===== src/rtl/apb_inbuf_stream_ctrl.sv =====
// APB slave feeding the input-buffer core: packs bus writes into CH_NUM-bit FIFO entries,
// issues commands with a valid/ready handshake, and unpacks one captured output word into reads.
module apb_inbuf_stream_ctrl #(
    parameter int unsigned BUS_AW     = 8,
    parameter int unsigned BUS_DW     = 32,
    parameter int unsigned CH_NUM     = 128,
    parameter int unsigned OUT_MULT   = 9,
    parameter int unsigned IB_SRAM_AW = 10,
    parameter int unsigned FIFO_DEPTH = 4
) (
    input  logic                         clk_i,
    input  logic                         rst_n_i,
    input  logic [BUS_AW-1:0]            apb_paddr_s,
    input  logic                         apb_pwrite_s,
    input  logic                         apb_psel_s,
    input  logic                         apb_penable_s,
    input  logic [BUS_DW-1:0]            apb_pwdata_s,
    output logic [BUS_DW-1:0]            apb_prdata_s,
    output logic                         apb_pready_s,
    output logic [CH_NUM-1:0]            inbuf_din_o,
    output logic                         inbuf_din_vld_o,
    input  logic                         inbuf_din_rdy_i,
    output logic                         inbuf_sop_o,
    output logic                         inbuf_hsync_o,
    output logic [IB_SRAM_AW-1:0]        inbuf_start_waddr_o,
    input  logic [CH_NUM*OUT_MULT-1:0]   inbuf_dout_i,
    input  logic                         inbuf_dout_vld_i,
    output logic                         inbuf_dout_rdy_o,
    output logic [7:0]                   inbuf_pic_size_o,
    output logic [3:0]                   inbuf_mode_o,
    output logic                         inbuf_padding_o,
    output logic                         inbuf_cmd_vld_o,
    input  logic                         inbuf_cmd_rdy_i
);

    localparam int unsigned DOUT_W = CH_NUM * OUT_MULT;
    localparam int unsigned N_IN   = CH_NUM / BUS_DW;
    localparam int unsigned N_OUT  = DOUT_W / BUS_DW;
    localparam int unsigned IN_IW  = (N_IN > 1) ? $clog2(N_IN) : 1;
    localparam int unsigned OUT_IW = (N_OUT > 1) ? $clog2(N_OUT) : 1;
    localparam int unsigned PW     = $clog2(FIFO_DEPTH);

    localparam logic [2:0] ADDR_DIN    = 3'd0;
    localparam logic [2:0] ADDR_FLAGS  = 3'd1;
    localparam logic [2:0] ADDR_WADDR  = 3'd2;
    localparam logic [2:0] ADDR_CMD    = 3'd3;
    localparam logic [2:0] ADDR_STATUS = 3'd4;
    localparam logic [2:0] ADDR_DOUT   = 3'd5;
    localparam logic [2:0] ADDR_CTRL   = 3'd6;

    logic [CH_NUM+1:0]     mem_q [FIFO_DEPTH];
    logic [PW:0]           wptr_q, rptr_q, count;
    logic [CH_NUM-1:0]     din_buf_q, push_word;
    logic [IN_IW-1:0]      din_idx_q;
    logic [1:0]            flags_q;
    logic [IB_SRAM_AW-1:0] waddr_q;
    logic [12:0]           cmd_q;
    logic                  cmd_vld_q;
    logic [DOUT_W-1:0]     cap_q;
    logic                  captured_q;
    logic [OUT_IW-1:0]     dout_idx_q;
    logic [CH_NUM+1:0]     head;
    logic [31:0]           status;
    logic [2:0]            addr_idx;
    logic rd, wr, full, empty, din_final, din_wr, push, pop, flush, capture, dout_rd, dout_last;
    logic unused_bits;

    assign unused_bits = ^{apb_paddr_s[BUS_AW-1:5], apb_paddr_s[1:0], apb_pwdata_s};

    assign addr_idx  = apb_paddr_s[4:2];
    assign rd        = apb_psel_s & apb_penable_s & ~apb_pwrite_s;
    assign wr        = apb_psel_s & apb_penable_s & apb_pwrite_s;
    assign count     = wptr_q - rptr_q;
    assign full      = (count == (PW+1)'(FIFO_DEPTH));
    assign empty     = (count == '0);
    assign din_final = (din_idx_q == IN_IW'(N_IN - 1));
    // Only the word-completing slice can stall, and only while the FIFO is full.
    assign apb_pready_s = !(wr && addr_idx == ADDR_DIN && din_final && full);
    assign din_wr    = wr && addr_idx == ADDR_DIN && apb_pready_s;
    assign push      = din_wr && din_final;
    assign pop       = ~empty & inbuf_din_rdy_i;
    assign flush     = wr && addr_idx == ADDR_CTRL && apb_pwdata_s[0];
    assign capture   = inbuf_dout_vld_i & ~captured_q;
    assign dout_rd   = rd && addr_idx == ADDR_DOUT && captured_q;
    assign dout_last = (dout_idx_q == OUT_IW'(N_OUT - 1));

    always_comb begin
        push_word = din_buf_q;
        push_word[CH_NUM-BUS_DW +: BUS_DW] = apb_pwdata_s;
    end

    always_ff @(posedge clk_i or negedge rst_n_i) begin
        if (!rst_n_i) begin
            wptr_q <= '0;
            rptr_q <= '0;
            for (int unsigned i = 0; i < FIFO_DEPTH; i++) mem_q[i] <= '0;
        end else if (flush) begin
            wptr_q <= '0;
            rptr_q <= '0;
        end else begin
            if (push) begin
                mem_q[wptr_q[PW-1:0]] <= {flags_q[1], flags_q[0], push_word};
                wptr_q <= wptr_q + 1'b1;
            end
            if (pop) rptr_q <= rptr_q + 1'b1;
        end
    end

    always_ff @(posedge clk_i or negedge rst_n_i) begin
        if (!rst_n_i) begin
            din_buf_q <= '0;
            din_idx_q <= '0;
            flags_q   <= '0;
        end else if (flush) begin
            din_idx_q <= '0;
            flags_q   <= '0;
        end else if (din_wr) begin
            din_buf_q[int'(din_idx_q) * BUS_DW +: BUS_DW] <= apb_pwdata_s;
            din_idx_q <= din_final ? '0 : din_idx_q + 1'b1;
            if (push) flags_q <= '0;
        end else if (wr && addr_idx == ADDR_FLAGS) begin
            flags_q <= apb_pwdata_s[1:0];
        end
    end

    always_ff @(posedge clk_i or negedge rst_n_i) begin
        if (!rst_n_i) begin
            waddr_q   <= '0;
            cmd_q     <= '0;
            cmd_vld_q <= 1'b0;
        end else begin
            if (wr && addr_idx == ADDR_WADDR) waddr_q <= apb_pwdata_s[IB_SRAM_AW-1:0];
            // Fields are frozen while a command is pending so the core sees stable values.
            if (wr && addr_idx == ADDR_CMD && !cmd_vld_q) begin
                cmd_q     <= apb_pwdata_s[12:0];
                cmd_vld_q <= apb_pwdata_s[31];
            end else if (cmd_vld_q && inbuf_cmd_rdy_i) begin
                cmd_vld_q <= 1'b0;
            end
        end
    end

    always_ff @(posedge clk_i or negedge rst_n_i) begin
        if (!rst_n_i) begin
            cap_q      <= '0;
            captured_q <= 1'b0;
            dout_idx_q <= '0;
        end else if (flush) begin
            captured_q <= 1'b0;
            dout_idx_q <= '0;
        end else if (capture) begin
            cap_q      <= inbuf_dout_i;
            captured_q <= 1'b1;
        end else if (dout_rd) begin
            captured_q <= !dout_last;
            dout_idx_q <= dout_last ? '0 : dout_idx_q + 1'b1;
        end
    end

    always_comb begin
        status        = '0;
        status[0]     = full;
        status[1]     = empty;
        status[2]     = cmd_vld_q;
        status[3]     = captured_q;
        status[14:8]  = 7'(count);
        status[23:16] = 8'(din_idx_q);
        status[31:24] = 8'(dout_idx_q);
    end

    always_comb begin
        apb_prdata_s = '0;
        if (rd) begin
            case (addr_idx)
                ADDR_FLAGS:  apb_prdata_s[1:0] = flags_q;
                ADDR_WADDR:  apb_prdata_s[IB_SRAM_AW-1:0] = waddr_q;
                ADDR_CMD:    apb_prdata_s[12:0] = cmd_q;
                ADDR_STATUS: apb_prdata_s = BUS_DW'(status);
                ADDR_DOUT: begin
                    if (captured_q) apb_prdata_s = cap_q[int'(dout_idx_q) * BUS_DW +: BUS_DW];
                end
                default:     apb_prdata_s = '0;
            endcase
        end
    end

    assign head                = mem_q[rptr_q[PW-1:0]];
    assign inbuf_din_o         = head[CH_NUM-1:0];
    assign inbuf_din_vld_o     = ~empty;
    assign inbuf_sop_o         = head[CH_NUM] & ~empty;
    assign inbuf_hsync_o       = head[CH_NUM+1] & ~empty;
    assign inbuf_start_waddr_o = waddr_q;
    assign inbuf_dout_rdy_o    = ~captured_q;
    assign inbuf_pic_size_o    = cmd_q[7:0];
    assign inbuf_mode_o        = cmd_q[11:8];
    assign inbuf_padding_o     = cmd_q[12];
    assign inbuf_cmd_vld_o     = cmd_vld_q;

endmodule


===== config.mk =====
export PLATFORM = sky130hd
export DESIGN_NAME = apb_inbuf_stream_ctrl
export DESIGN_NICKNAME = d
export VERILOG_FILES = /design/src/rtl/apb_inbuf_stream_ctrl.sv
export SDC_FILE = /design/constraint.sdc
export NUM_CORES = 2
export LEC_CHECK = 0
export CAP_MARGIN = 20
export CORE_AREA = 2 2 542 544
export DETAILED_ROUTE_END_ITERATION = 16
export DIE_AREA = 0 0 544 546
export PLACE_DENSITY = 0.49
export REMOVE_ABC_BUFFERS = 1
export SLEW_MARGIN = 10
export SYNTH_ARGS = -nofsm -noshare
export SYNTH_HDL_FRONTEND = slang
export SYNTH_SLANG_ARGS = --single-unit

===== constraint.sdc =====
create_clock -name clk_i -period 3.6 [get_ports clk_i]
set_input_delay 0.54 -clock clk_i [delete_from_list [all_inputs] [get_ports clk_i]]
set_output_delay 0.54 -clock clk_i [all_outputs]
set_load 0.005 [all_outputs]

---- After elaboration in Yosys (flattened, before gate mapping) ----
Index checks and enable logic that the tools add are counted.
storage, ports and cells
  output and inout bits ................... 189
  register bits ........................... 1841
operators by class
  equal/unequal tests ..................... 11
  reduce and logical (&&, ||, !) cells .... 32
  add/sub/neg operators ................... 6
  shift-type cells ........................ 3
  mux-type cells .......................... 33
  order comparisons ....................... 3
  bitwise logic cells ..................... 13
operators with widths
  cell                                                      count
  indexed part select 1152 x 12 -> 32 bit                   1
  bitwise mux 520 bit                                       1
  two-way mux 130 bit                                       3
  binary-select mux 130 bit (select 2 bit)                  1
  demux 130 bit (select 2 bit)                              1
  bitwise mux 128 bit                                       1
  variable shift 32 x 34 -> 128 bit (first input constant)  1
  indexed part select 32 x 34 -> 128 bit                    1
  two-way mux 32 bit                                        2
  case mux 19 bit (2 select lines)                          1
  negation 7 -> 34 bit                                      1
  case mux 8 bit (4 select lines)                           1
  two-way mux 6 bit                                         4
  logical AND 1 bit                                         15
  two-way mux 2 bit                                         7
  equality test 3 bit (second input constant)               4
  two-way mux 3 bit                                         4
  case mux 2 bit (5 select lines)                           1
  AND reduction 2 bit                                       5
  nonzero test 2 bit                                        5
  case mux 3 bit (3 select lines)                           1
  AND 1 bit                                                 7
  adder 3 x 1 -> 3 bit (second input constant)              2
  adder 6 x 1 -> 6 bit (second input constant)              1
  other kinds (16)                                          30

---- Logic depth before layout (Yosys ltp) ----
  word-level depth ........................ 11
  mapped depth ............................ 10
  gate-level depth less buffers ........... 8

---- Least setup slack after synthesis ----
No wires, ideal clock.
  kind .................................... register to output
  from .................................... reg dout_idx_q[0]
  to ...................................... out apb_prdata_s[21]
  data arrival time ....................... 2.287 ns
  slack ................................... 0.773 ns
  required time ........................... 3.060 ns
  cell stages (with the launch flop) ...... 9
  buffers on the path ..................... 4
  path through ............................ dfrtp_1 > buf_4 > buf_4 > buf_2 > buf_4 > mux4_2 > a211oi_1 > a21oi_1 > a22o_1
between the ends
  word-level cells in the longest chain between the ends .. 4
ends and longest elaborated chain
  item                                     line  RTL
  start: declaration                       61    logic [OUT_IW-1:0] dout_idx_q;
  start signal: assignment                 156   dout_idx_q <= dout_last ? '0 : dout_idx_q + 1'b1;
  indexed part select 1152 x 12 -> 32 bit  180   if (captured_q) apb_prdata_s = cap_q[int'(dout_idx_q) * BUS_DW +: BUS_DW];
  two-way mux 32 bit                       180
  case mux 19 bit (2 select lines)         174   case (addr_idx)
  two-way mux 32 bit                       173   if (rd) begin
  end: declaration                         18    output logic [BUS_DW-1:0] apb_prdata_s,
Every way passes these cells.

---- Worst setup path in the final report ----
  from .................................... reg dout_idx_q[0]
  to ...................................... out apb_prdata_s[16]
Same word-level chain as after synthesis.

==> results summary <==
The flow ran to the end, but the final reports show violations. The final reports fail on negative setup slack. The total count of max-transition violations in the final report is 0.

The remaining number of nets flagged by the antenna check after routing came out at 0. The CTS clock-pin slew for the worst setup and hold paths came out at about 0.08 ns. The leading register cell type out of synthesis is sky130_fd_sc_hd__dfrtp_1.

In this run, synthesis inferred 0 flip-flops with an integrated enable. For this design the static power due to leakage is 0.04758 uW. The total area inside the core boundary comes to 292100 sq um. The area added between synthesis and finish came out at 38.60%. The final weighted congestion in routability-driven placement came out at a little under 0.9. The mapped cell area came out at 80370 sq um. The worst reg-to-reg path cell count is 9.

The internal power of the cells totals 55520 uW. Along the worst path, the maximum fanout reaches 8. The area of placed instances came out at ~100000 sq um. The data arrival at the endpoint of the critical path came out at 3.69 ns.

The launch point of the worst reg-to-reg path is wptr_q[0]. The remaining routing DRC violations came out at 0. The flop-to-flop setup slack came out at 0.78 ns. The floorplan row count is 199.

The worst setup margin is -0.6251 ns. The hold-critical path endpoint is cap_q[1107]. The net switching power is ~23000 uW. The worst hold path cell count is 2. The sequential cell area came out at 45290 sq um. The quantity of I/O buffers inserted on ports is between 1000 and 1500.

Of the total power, the share spent switching nets is 0.2964. Setup repair after global routing could not meet its margin everywhere. The DRC violation total after the first TritonRoute iteration came out at 2957. Before CTS, the worst setup slack after placement is -0.4218 ns. The distinct cell type count after synthesis came out at 59. The power per standard cell area is approximately 710 nW/um^2. The worst setup path is captured at an output pin. Timing would allow up to 236.7 MHz.

The routed design could run at a clock period as short as 4.225 ns. The sequential cell area fraction in the yosys report is 0.5632. The total clock buffers created by CTS is 210. The estimated wirelength of the detail-placed design came out at between 200000 and 250000 microns.

The actual slew at the worst max-slew pin came out at 0.9358 ns. The synthesized instance count came out at 5200. The max capacitance violation total is 0. The clock skew came out at slightly above 0.05 ns. For the worst-skew pair, the clock arrives at the later sink with an insertion delay of about 0.89 ns. The global-route total usage across every layer came out at 0.2186. The post-synthesis area per instance came out at 15.46 sq um. The portion of the clock cycle consumed by the worst path in the final layout is 1.174.

The die is between 500 and 600 microns wide. The relative contribution of combinational cells to total power came out at 0.333. The via density per instance is 4.817. The total routed wirelength came out at 333600 microns.

The die boundary height is 546 microns. Setup violations remaining at the end of the flow were counted as 32. The number of nets in the final layout came out at between 8000 and 9000. The initial antenna violation count came out at 239. The type of the worst min-delay path is primary input to flip-flop. Clock tree synthesis selected as its root buffer the cell sky130_fd_sc_hd__clkbuf_16. TritonCTS built the clock tree.

The share of synthesized flip-flops with an asynchronous set or reset is 1.000. The via count came out at 53210. The setup path with the least slack is of type flip-flop to output pin. The area used by multi-input combinational logic came out at 34250 sq um. The via count of the first global-routing pass is around 57000.

The flop and latch count out of synthesis came out at 1809. The total clock sinks is 1809. The H-tree depth came out at 4. At the worst endpoint, the required time is 3.06 ns. The full die area is 297000 sq um. The relative slew slack is 0.3583. The summed area of non-filler cells in the final layout came out at 111400 sq um. The worst min-delay path startpoint is inbuf_dout_i[1107].

Of the total power, the clock network draws 0.272. The count of TritonRoute iterations in the first routing pass came out at 7. The critical register-to-register path endpoint is mem_q[407]. The post-route total power came out at roughly 79000 uW. The register share of total power came out at 0.395. The number of fillers in the final layout came out at 27563.

The global-route wire length before repair came out at about 460000 microns. The share of layout cells above drive strength 1 is 0.4265. The buffer levels on the longest clock path came out at 4. STA classifies the critical path startpoint as a flip-flop. In this run the count of I/O pins placed on the die edge is 1389. The aggregate global routing overflow is 0. For this configuration, the core starts out at a cell density of 0.2752. After detailed routing, the average wire length per cell comes to 30.20 microns. The largest net degree at the start of global routing is 136.

The worst hold slack is 0.2570 ns. The number of hold violations in the final report came to 0. The count of warnings emitted by yosys is 0. The largest vdd supply drop came out at 0.4404 mV.
## cell usage in the layout, fill, tap and decap left out, drive strengths merged, types with 4 or more instances in the layout
master            n
o221ai           31
a221o            13
inv              17
a221oi           30
nor2             22
nand2b           28
ha               12
o21ai           105
diode            91
a211oi           37
bufbuf            7
nand4             5
dlymetal6s2s      4
buf             490
o31ai             8
xor2              6
nand3            37
dfrtp          1809
clkinv           38
a21oi            18
a211o            14
a21o              4
clkbuf          328
clkdlybuf4s50  1298
mux4            318
and2              4
a22oi            31
mux2           1724
bufinv            9
a31oi            10
o32ai             4
a2111oi           5
clkinvlp          4
nand2           233
o22ai            37
mux2i           208
dlygate4sd2      36
nor2b            12
## kinds of logic (layout without fill, tap and decap cells)
logic type,count (synthesis),in the layout,share of synthesized area
AND/OR/NAND/NOR,367,367,0.02060
adder cells (fa/ha/maj),13,13,0.002117
AO/OA/AOI/OAI,357,357,0.03082
multiplexers,2250,2250,0.3566
XOR/XNOR,8,8,0.001230
other,0,91,0
flip-flops,1809,1809,0.5632
buffers and inverters,396,2232,0.02545
## metal layers
layer | vias to the layer above | GRT usage | share of wire
li1 | 22812 | - | -
met3 | 673 | 0.06789 | 0.070
met5 | - | 0 | 0.0030
met2 | 1508 | 0.3756 | 0.51
met4 | 156 | 0.09277 | 0.037
met1 | 28061 | 0.2492 | 0.38
## area by class of cell
cell class	instances	area share
inverter	11	0.0003706
sequential	1809	0.4066
antenna	91	0.002044
clock inverter	57	0.005492
timing repair buffer	1845	0.1783
clock buffer	319	0.05573
tap	3919	0.04402
multi-input combinational	2995	0.3075
## sequential cells by signal, summed over array words and instances, names as in the netlist
name                 flops
cap_q                 1152
captured_q               1
cmd_q                   13
din_buf_q               96
din_idx_q                2
dout_idx_q               6
flags_q                  2
inbuf_cmd_vld_o          1
inbuf_start_waddr_o     10
mem_q                  520
rptr_q                   3
wptr_q                   3
## synth_stat cells (42+ instances only)
master                     number  share of area
sky130_fd_sc_hd__mux2_2      1724           0.24
sky130_fd_sc_hd__buf_2        141         0.0088
sky130_fd_sc_hd__o21ai_0      105         0.0065
sky130_fd_sc_hd__mux4_2       318          0.089
sky130_fd_sc_hd__clkbuf_1     126         0.0059
sky130_fd_sc_hd__buf_1         42         0.0020
sky130_fd_sc_hd__dfrtp_1     1809           0.56
sky130_fd_sc_hd__nand2_1      229          0.011
sky130_fd_sc_hd__buf_4         50         0.0047
sky130_fd_sc_hd__mux2i_1      208          0.026
## power by group through the flow
| stage | combinational, uW | sequential [uW] | clock (uW) |
|---|---|---|---|
| 3_5_place_dp | 24100 | 31500 | 0 |
| 5_1_grt | 28000 | 32000 | 22900 |
| 6_report | 26300 | 31100 | 21500 |
| 3_3_place_gp | 23700 | 31200 | 0 |
| 2_1_floorplan | 10800 | 26500 | 0 |
| 4_1_cts | 26100 | 31100 | 22100 |
## worst max-delay path, cell delays in order (launching register included)
cell	delay, ns
sky130_fd_sc_hd__dfrtp_4	0.51
sky130_fd_sc_hd__buf_12	0.16
sky130_fd_sc_hd__buf_16	0.15
sky130_fd_sc_hd__buf_12	0.15
sky130_fd_sc_hd__buf_8	0.12
sky130_fd_sc_hd__mux4_2	0.42
sky130_fd_sc_hd__mux2_4	0.30
sky130_fd_sc_hd__a221oi_4	0.34
sky130_fd_sc_hd__buf_6	0.16
sky130_fd_sc_hd__a211oi_4	0.03
sky130_fd_sc_hd__a221o_1	0.29
sky130_fd_sc_hd__buf_6	0.14
## repair_timing
| item | in CTS | in global routing |
|---|---|---|
| endpoints found under the setup margin | 154 | 38 |
| buffers inserted | 56 | 33 |
| pin swaps | 38 | 59 |
| gates resized for setup | 318 | 133 |
| gates cloned | 18 | 5 |
| hold endpoints to repair | 52 | 0 |
| hold buffers | 1 | 0 |
## metrics by stage
stage | util | setup TNS [ns] | instances
2_1_floorplan | - | - | 4815
3_3_place_gp | 0.3480 | -152.49 | 10483
3_5_place_dp | 0.3480 | -122.87 | 10484
4_1_cts | 0.3780 | -20.50 | 10929
5_1_grt | 0.3811 | -17.70 | 11011
6_report | 0.3814 | -13.53 | 11046
## worst max path at each step
stage / from / to / slack, ns / cells past startpoint
final: dout_idx_q[0] / apb_prdata_s[16] / -0.63 / 11
after global routing: dout_idx_q[0] / apb_prdata_s[16] / -0.77 / 11
after global placement: dout_idx_q[1] / apb_prdata_s[10] / -0.46 / 8
after floorplan: apb_penable_s / cap_q[0] / -31.56 / 4
after CTS: dout_idx_q[0] / apb_prdata_s[30] / -0.84 / 11
after detailed placement: dout_idx_q[1] / apb_prdata_s[10] / -0.42 / 8
Note: power is estimated with default switching activity, not from simulation.
